File: config.mk
export PLATFORM = sky130hd
export DESIGN_NAME = cyphertext_byte_streamer
export DESIGN_NICKNAME = d
export VERILOG_FILES = /design/src/rtl/cyphertext_byte_streamer_pkg.sv /design/src/rtl/cyphertext_byte_streamer_block_fifo.sv /design/src/rtl/cyphertext_byte_streamer.sv
export SDC_FILE = /design/constraint.sdc
export NUM_CORES = 1
export LEC_CHECK = 0
export ABC_AREA = 1
export CAP_MARGIN = 5
export CORE_MARGIN = 1
export CORE_UTILIZATION = 65
export CTS_BUF_LIST = sky130_fd_sc_hd__clkbuf_4 sky130_fd_sc_hd__clkbuf_8
export DETAILED_ROUTE_END_ITERATION = 8
export HOLD_SLACK_MARGIN = 0.08
export PLACE_DENSITY = 0.86
export SLEW_MARGIN = 10
export SYNTH_ARGS = -nofsm -noshare
export SYNTH_HDL_FRONTEND = slang
export SYNTH_SLANG_ARGS = --single-unit
File: constraint.sdc
create_clock -name clk_i -period 16.3 [get_ports clk_i]
set_input_delay 3.26 -clock clk_i [delete_from_list [all_inputs] [get_ports clk_i]]
set_output_delay 3.26 -clock clk_i [all_outputs]
set_load 0.02 [all_outputs]
File: src/rtl/cyphertext_byte_streamer_pkg.sv
// Shared constants for the cyphertext byte streamer: block/tag/beat widths,
// FIFO depth and serialiser state encodings.
package cyphertext_byte_streamer_pkg;

    localparam int CBS_TEXT_WIDTH   = 128;
    localparam int CBS_ADDR_WIDTH   = 16;
    localparam int CBS_BYTE_WIDTH   = 8;
    localparam int CBS_STREAM_DEPTH = 4;

    localparam logic [1:0] S_IDLE = 2'd0;
    localparam logic [1:0] S_LOAD = 2'd1;
    localparam logic [1:0] S_SEND = 2'd2;

endpackage

File: src/rtl/cyphertext_byte_streamer_block_fifo.sv
// Small block FIFO holding tagged cyphertext blocks; head is read combinationally
// so the serialiser can take it in the same cycle it pops.
module cyphertext_byte_streamer_block_fifo #(
    parameter int WIDTH = 144,
    parameter int DEPTH = 4
) (
    input  logic                     clk_i,
    input  logic                     rst_ni,
    input  logic                     push_i,
    input  logic                     pop_i,
    input  logic [WIDTH-1:0]         data_i,
    output logic [WIDTH-1:0]         data_o,
    output logic [$clog2(DEPTH):0]   count_o,
    output logic                     full_o,
    output logic                     empty_o
);

    localparam int PW = $clog2(DEPTH);
    localparam logic [PW-1:0] PTR_ONE  = PW'(1);
    localparam logic [PW:0]   CNT_ONE  = (PW+1)'(1);
    localparam logic [PW:0]   CNT_FULL = (PW+1)'(DEPTH);

    logic [WIDTH-1:0] r_mem [DEPTH];
    logic [PW-1:0]    r_wr_ptr;
    logic [PW-1:0]    r_rd_ptr;
    logic [PW:0]      r_count;
    logic             w_do_push;
    logic             w_do_pop;

    assign full_o  = (r_count == CNT_FULL);
    assign empty_o = (r_count == '0);
    assign count_o = r_count;
    assign data_o  = r_mem[r_rd_ptr];

    // A push into a full FIFO only succeeds when the head leaves in the same cycle.
    assign w_do_pop  = pop_i & ~empty_o;
    assign w_do_push = push_i & (~full_o | w_do_pop);

    always_ff @(posedge clk_i) begin
        if (w_do_push) begin
            r_mem[r_wr_ptr] <= data_i;
        end
    end

    always_ff @(posedge clk_i or negedge rst_ni) begin
        if (!rst_ni) begin
            r_wr_ptr <= '0;
            r_rd_ptr <= '0;
            r_count  <= '0;
        end else begin
            if (w_do_push) begin
                r_wr_ptr <= r_wr_ptr + PTR_ONE;
            end
            if (w_do_pop) begin
                r_rd_ptr <= r_rd_ptr + PTR_ONE;
            end
            if (w_do_push && !w_do_pop) begin
                r_count <= r_count + CNT_ONE;
            end else if (w_do_pop && !w_do_push) begin
                r_count <= r_count - CNT_ONE;
            end
        end
    end

endmodule

File: src/rtl/cyphertext_byte_streamer.sv
// Captures each AES result on finish rising edge, queues it with its pc tag and
// streams it MSB-byte-first over an 8-bit valid/ready link.
module cyphertext_byte_streamer
    import cyphertext_byte_streamer_pkg::*;
#(
    parameter int TEXT_WIDTH = CBS_TEXT_WIDTH,
    parameter int ADDR_WIDTH = CBS_ADDR_WIDTH,
    parameter int BYTE_WIDTH = CBS_BYTE_WIDTH,
    parameter int DEPTH      = CBS_STREAM_DEPTH
) (
    input  logic                     clk_i,
    input  logic                     rst_ni,
    input  logic                     finish_i,
    input  logic [ADDR_WIDTH-1:0]    pc_i,
    input  logic [TEXT_WIDTH-1:0]    cyphertext_i,
    output logic [BYTE_WIDTH-1:0]    byte_o,
    output logic                     byte_valid_o,
    input  logic                     byte_ready_i,
    output logic                     byte_last_o,
    output logic [ADDR_WIDTH-1:0]    tag_o,
    output logic [$clog2(DEPTH):0]   fifo_count_o,
    output logic                     overflow_o,
    output logic                     busy_o
);

    localparam int          ENTRY_WIDTH = TEXT_WIDTH + ADDR_WIDTH;
    localparam int          BEATS       = TEXT_WIDTH / BYTE_WIDTH;
    localparam logic [3:0]  BEAT_LAST   = 4'(BEATS - 1);
    localparam logic [3:0]  BEAT_ONE    = 4'd1;

    logic                     r_finish_q;
    logic                     r_overflow;
    logic [1:0]               r_state;
    logic [TEXT_WIDTH-1:0]    r_shift;
    logic [ADDR_WIDTH-1:0]    r_tag;
    logic [3:0]               r_beat_cnt;
    logic                     r_valid;

    logic                     w_cap;
    logic                     w_pop;
    logic                     w_fire;
    logic                     w_last_beat;
    logic [ENTRY_WIDTH-1:0]   w_head;
    logic                     w_full;
    logic                     w_empty;

    assign w_cap       = finish_i & ~r_finish_q;
    assign w_fire      = r_valid & byte_ready_i;
    assign w_last_beat = (r_beat_cnt == BEAT_LAST);

    // Head leaves the FIFO when idle, or back-to-back when the final beat is taken.
    assign w_pop = ~w_empty & ((r_state == S_IDLE) ||
                               ((r_state == S_SEND) && w_fire && w_last_beat));

    cyphertext_byte_streamer_block_fifo #(
        .WIDTH (ENTRY_WIDTH),
        .DEPTH (DEPTH)
    ) u_block_fifo (
        .clk_i   (clk_i),
        .rst_ni  (rst_ni),
        .push_i  (w_cap),
        .pop_i   (w_pop),
        .data_i  ({pc_i, cyphertext_i}),
        .data_o  (w_head),
        .count_o (fifo_count_o),
        .full_o  (w_full),
        .empty_o (w_empty)
    );

    always_ff @(posedge clk_i or negedge rst_ni) begin
        if (!rst_ni) begin
            r_finish_q <= 1'b0;
            r_overflow <= 1'b0;
        end else begin
            r_finish_q <= finish_i;
            if (w_cap && w_full && !w_pop) begin
                r_overflow <= 1'b1;
            end
        end
    end

    always_ff @(posedge clk_i or negedge rst_ni) begin
        if (!rst_ni) begin
            r_state    <= S_IDLE;
            r_shift    <= '0;
            r_tag      <= '0;
            r_beat_cnt <= '0;
            r_valid    <= 1'b0;
        end else begin
            case (r_state)
                S_IDLE: begin
                    if (!w_empty) begin
                        r_shift    <= w_head[TEXT_WIDTH-1:0];
                        r_tag      <= w_head[ENTRY_WIDTH-1:TEXT_WIDTH];
                        r_beat_cnt <= '0;
                        r_state    <= S_LOAD;
                    end
                end
                S_LOAD: begin
                    r_valid <= 1'b1;
                    r_state <= S_SEND;
                end
                S_SEND: begin
                    if (w_fire) begin
                        if (w_last_beat) begin
                            r_beat_cnt <= '0;
                            if (!w_empty) begin
                                r_shift <= w_head[TEXT_WIDTH-1:0];
                                r_tag   <= w_head[ENTRY_WIDTH-1:TEXT_WIDTH];
                            end else begin
                                r_shift <= {r_shift[TEXT_WIDTH-BYTE_WIDTH-1:0], {BYTE_WIDTH{1'b0}}};
                                r_valid <= 1'b0;
                                r_state <= S_IDLE;
                            end
                        end else begin
                            r_shift    <= {r_shift[TEXT_WIDTH-BYTE_WIDTH-1:0], {BYTE_WIDTH{1'b0}}};
                            r_beat_cnt <= r_beat_cnt + BEAT_ONE;
                        end
                    end
                end
                default: begin
                    r_valid <= 1'b0;
                    r_state <= S_IDLE;
                end
            endcase
        end
    end

    assign byte_o       = r_shift[TEXT_WIDTH-1 -: BYTE_WIDTH];
    assign byte_valid_o = r_valid;
    assign byte_last_o  = r_valid & w_last_beat;
    assign tag_o        = r_tag;
    assign overflow_o   = r_overflow;
    assign busy_o       = (r_state != S_IDLE) | ~w_empty;

endmodule

# After elaboration in Yosys (flattened, before gate mapping)
# Memories as Yosys holds them, arrays and structs flattened.
# Cells that the tools add are included.
# Widths: inputs -> output; s select.
[classes] eq_ne=8 muxes=26 n_bitwise=12 n_reduce_logical=19 add_sub_neg=5
[op_table] op="$mux 128" n=4
[op_table] op="$pmux 128 s2" n=1
[op_table] op="$mux 16" n=3
[op_table] op="$pmux 16 s2" n=1
[op_table] op="$mux 4" n=3
[op_table] op="$mux 2" n=4
[op_table] op="$pmux 4 s2" n=1
[op_table] op="$reduce_and 4->1" n=2
[op_table] op="$and 1x1->1" n=6
[op_table] op="$logic_and 1x1->1" n=6
[op_table] op="$mux 3" n=2
[op_table] op="$ne 2x2->1 const B" n=3
[op_table] op="$pmux 2 s3" n=1
[op_table] op="$reduce_and 3->1" n=2
[op_table] op="$reduce_bool 2->1" n=3
[op_table] op="$mux 1" n=5
[op_table] op="$add 2x1->2 const B" n=2
[op_table] op="$add 4x1->4 const B" n=1
[op_table] op="$eq 4x4->1 const B" n=1
[op_table] op="$not 1->1" n=4
[op_table] op="$add 3x1->3 const B" n=1
[op_table] op="$eq 3x3->1 const B" n=1
[op_table] op="$logic_not 1->1" n=3
[op_table] op="$logic_not 3->1" n=1
[op_table] op="8 further kinds" n=9
[word_totals] mem_count=1 in_bits=148 output_inout_bits=31 wordCells=81 mem_bits_rw=576 register_bits=160
[memory_table] memory="u_block_fifo.r_mem" words=4 word_bits=144 rd=1 rd_ports_with_merged_regs=0 wr=1 line="cyphertext_byte_streamer_block_fifo.sv:23" text="logic [WIDTH-1:0] r_mem [DEPTH];"

# Logic depth before layout (Yosys ltp)
[depth] word_depth=12 depth_mapped=15 depth_no_buf=15

# Hierarchy
# From an unflattened synthesis, not the netlist that was laid out.
[hier_totals] cells_unflattened=3419 area_unflattened_um2=32683.8
[by_module_without_submodules] mod="cyphertext_byte_streamer_block_fifo" instances=1 area_each_um2=22002.4 seq_area_each_um2=17471.8 cells_per_inst=1598
[by_module_without_submodules] mod="cyphertext_byte_streamer" instances=1 area_each_um2=10681.5 seq_area_each_um2=3828.7 cells_per_inst=1821

# Worst setup path after synthesis
# No wires, ideal clock.
[synth_path] path_type="in2reg" start="in byte_ready_i" end="mem u_block_fifo.r_mem[0][0] (enable)" t_required_ps=15650 stages=8 arrival_time_ps=9821 path_buffers=0 setup_ps=650 slack_ps=5829 cell_sequence="nand2_1 > nand2_1 > nand2_1 > inv_2 > nand2_1 > nand2_1 > nand2_1 > nor2_1"
[synth_between] elab_chain_len=10
[synth_lines] item="from (decl)" line="cyphertext_byte_streamer.sv:18" text="input logic byte_ready_i,"
[synth_lines] item="$and 1x1->1" line="cyphertext_byte_streamer.sv:48" text="assign w_fire = r_valid & byte_ready_i;"
[synth_lines] item="$logic_and 1x1->1 (2 in series)" line="cyphertext_byte_streamer.sv:53" text="((r_state == S_SEND) && w_fire && w_last_beat));"
[synth_lines] item="$logic_or 1x1->1" line="cyphertext_byte_streamer.sv:52" text="assign w_pop = ~w_empty & ((r_state == S_IDLE) ||"
[synth_lines] item="$and 1x1->1" line="cyphertext_byte_streamer.sv:52"
[synth_lines] item="$and 1x1->1" line="cyphertext_byte_streamer_block_fifo.sv:36" text="assign w_do_pop = pop_i & ~empty_o;"
[synth_lines] item="$or 1x1->1" line="cyphertext_byte_streamer_block_fifo.sv:37" text="assign w_do_push = push_i & (~full_o | w_do_pop);"
[synth_lines] item="$and 1x1->1" line="cyphertext_byte_streamer_block_fifo.sv:37"
[synth_lines] item="$mux 1" line="cyphertext_byte_streamer_block_fifo.sv:40" text="if (w_do_push) begin"
[synth_lines] item="$mux 1 (implied by the code)" line="cyphertext_byte_streamer_block_fifo.sv:41" text="r_mem[r_wr_ptr] <= data_i;"
[synth_lines] item="to (decl)" line="cyphertext_byte_streamer_block_fifo.sv:23"
# No other way between the ends.

# Final worst setup path
[layout_path] start="in byte_ready_i" end="mem u_block_fifo.r_mem[2][121] (enable)"
# Same word-level chain as after synthesis.

==> results.md <==
* Die Width at around 220 um
* Final Cycle Share at 0.384
* R2r setup slk at 12450 ps
* Full die area at around 0.046 mm2
* Average wire per standard cell at 18.5 um
* Fin area at between 0.03 and 0.04 mm2
* Clock root buffer: clkbuf_8
* Unrepaired setup endpoints after global routing: false
* Setup Buffers After CTS at 0
* Post-synth EDFFs at 576
* Startpoint Class: primary input
* Initial antenna violation count at 8
* CTS H-Tree Depth at 3
* Number of top-level pins at 179
* Post-synthesis cell area at between 0.02 and 0.03 mm2
* CP required at 16600 ps
* Fmax at between 0.15 and 0.2 GHz
* Max transition margin at 0.167
* Fraction of registers with async set or reset after synthesis at 0.217
* Row count at slightly below 80
* Vias per cell at 5.69
* Bufs and invs on worst path at 3
* Setup violators final at 0
* First-pass GRT wire length at 105000 um
* Primary FF master, synth: edfxtp_1
* Gr usage total at 0.290
* Tot Pwr at 5.76 mW
* Min Hold Slack at between 400 and 500 ps
* Dpl cell area at 0.0316 mm2
* DRC at 0
* CTS Sinks at 736
* FF+latch count, synth at 736
* Max clock buf depth at 3
* Via count at 20400
* Area grow syn2layout at 14.6%
* Max VDD drop at 0.162 mV
* Largest net degree at the start of global routing at 227
* Sequential-to-total area share from yosys stat at 0.720
* Status: finished clean
* Max-slew violations at 0
* Clock Latency Late Sink at 700 ps
* Worst Path Arrival at roughly 6600 ps
* Die Span Y at 215 um
* Pwr Density at between 150 and 200 mW/mm2
* Crit path top cell by count: nand2_1
* Cell Chain, Critical Path: clkdlybuf4s50_1 -> nand2_1 -> nand2_1 -> nand2_1 -> inv_2 -> nand2_1 -> nand2_1 -> nand2_1 -> nor2_4 -> buf_4
* Core Util, Final at 0.760
* Yosys Warn Count at 0
* Ratio of cells with drive above 1 in the final layout at 0.0785
* Setup crit end kind: flip-flop
* Crit-path slowest cell: nor2_4
* Final #Nets at 3055
* HPWL after DPL at 35700 um
* Core area at 0.0446 mm2
* Clock Skew at 31.9 ps
* Total grt overflow at 0
* CP top delay family: simple AND/OR/NAND/NOR gates
* CTS buffer count at about 110
* Worst-path maximum fanout at 69
* Vias in the first global route at 21100
* Synthesized area per cell at 10.8 um2
* Leakage at 13.6 nW
* IO buf count at around 180
* Syn Nets at ~2900
* Gpl congestion at 0.780
* Max Cap Viol at 0
* Final hold vios at 0
* Number of distinct library cells after synthesis at 28
* Syn Inst Count at 2751
* Starting DRC count in detailed routing at 2247
* Starting Density at 0.663
* Setup CP Type: in2reg
* Minimum clock period at 6250 ps
* Post-route ant nets at 0
* Initial DRT Pass Iterations at 6
* CTS tree: done
* Worst-path clk slew at 60 ps
* Hold_buf cts at 0
* Worst min path class: reg2reg
* CP max stage delay at between 1000 and 1500 ps
* Pin slew with the least headroom to its limit at between 1000 and 1500 ps
* Total negative slack at 0 ps
* Drt total wl at 66400 um
* Post-CTS resize count at 0
==> path summary, 6_finish.rpt <==
path / cells after the start / startpoint / endpoint
hold / removal: 2 / r_shift[3] / r_shift[3]
max in group asynchronous: 2 / rst_ni / u_block_fifo.r_rd_ptr[1]
min in group asynchronous: 1 / rst_ni / tag_o[10]
setup / recovery: 10 / byte_ready_i / u_block_fifo.r_mem[2][121]
setup reg to reg: 8 / r_beat_cnt[0] / u_block_fifo.r_mem[2][121]
hold reg to reg: 2 / r_shift[3] / r_shift[3]
==> sequential cells by signal (all words and copies together), names as in the netlist <==
register / flops
u_block_fifo.r_mem: 576
r_shift: 128
tag_o: 16
r_beat_cnt: 4
u_block_fifo.count_o: 3
r_state: 2
u_block_fifo.r_rd_ptr: 2
u_block_fifo.r_wr_ptr: 2
byte_valid_o: 1
overflow_o: 1
r_finish_q: 1
==> power breakdown <==
group / switching, mW / internal [mW] / total (mW)
combinational: 1.15 / 0.523 / 1.67
sequential: 0.199 / 2.36 / 2.56
clock: 0.679 / 0.846 / 1.52
==> logic make-up (layout without fill, tap and decap cells) <==
kind of cell	Yosys count	count (layout)	share of synthesized area
AOI/OAI and AO/OA	67	67	0.0122
xor gates and xnor gates	3	3	0.000888
adders and majority gates	7	7	0.00321
buffers and inverters	180	424	0.0284
DFF	736	736	0.720
muxes	1	1	0.000380
other	0	4	0
and+or+nand+nor	1757	1757	0.235
==> worst min-delay path: stages (launching register included) <==
cell and delay (ps):
dfrtp_1 340, nand2_1 50, o21ai_0 60
==> per-stage QoR <==
step | setup slack (ps) | cells
after floorplan | 5830 | 2751
after global placement | 9370 | 3381
after CTS | 10070 | 3587
after detailed placement | 9340 | 3381
after global routing | 9890 | 3589
final | 10050 | 3591
==> routing by layer <==
layer,vias up,wire length [um],share of wire,global-route usage
met4,8,1450,0.022,0.114
met3,143,5610,0.084,0.0603
met5,-,55,0.00083,0
met2,976,34100,0.51,0.497
met1,9871,25300,0.38,0.363
li1,9435,-,-,-
==> area by class of cell <==
type                       count  area [um2]
inverter                      21        91.3
multi-input combinational   1835        7500
tap                          592         741
antenna                        4        10.0
timing repair buffer         197        1940
fill                        2593       10700
sequential                   736       21300
clock inverter                28         169
clock buffer                 178        2140
==> synth_stat cells (2+ instances only) <==
cell type	count	area share
nand2_1	965	0.12
edfxtp_1	576	0.58
nor2_1	521	0.066
nand3_1	262	0.044
dfrtp_1	160	0.14
buf_2	83	0.014
clkbuf_1	52	0.0066
o21ai_0	43	0.0073
inv_1	16	0.0020
o22ai_1	16	0.0034
buf_4	12	0.0030
buf_1	10	0.0013
ha_1	6	0.0025
inv_2	5	0.00063
a21oi_1	4	0.00068
nand2_2	3	0.00063
buf_6	2	0.00076
nor2_2	2	0.00042
nor2_4	2	0.00076
o21ai_1	2	0.00034
xor2_1	2	0.00059
==> cell usage in the layout, fill, tap and decap left out, types with 4 or more instances in the layout <==
| master | instances |
|---|---|
| nand2_1 | 965 |
| edfxtp_1 | 576 |
| nor2_1 | 517 |
| nand3_1 | 262 |
| clkdlybuf4s50_1 | 177 |
| dfrtp_1 | 158 |
| clkbuf_8 | 130 |
| clkbuf_4 | 49 |
| o21ai_0 | 43 |
| buf_4 | 17 |
| o22ai_1 | 16 |
| inv_1 | 15 |
| clkinv_1 | 13 |
| clkinvlp_4 | 8 |
| nor2_4 | 6 |
| ha_1 | 6 |
| clkinv_2 | 6 |
| diode_2 | 4 |
| inv_2 | 4 |
| a21oi_1 | 4 |
Note: power is estimated with default switching activity, not from simulation.
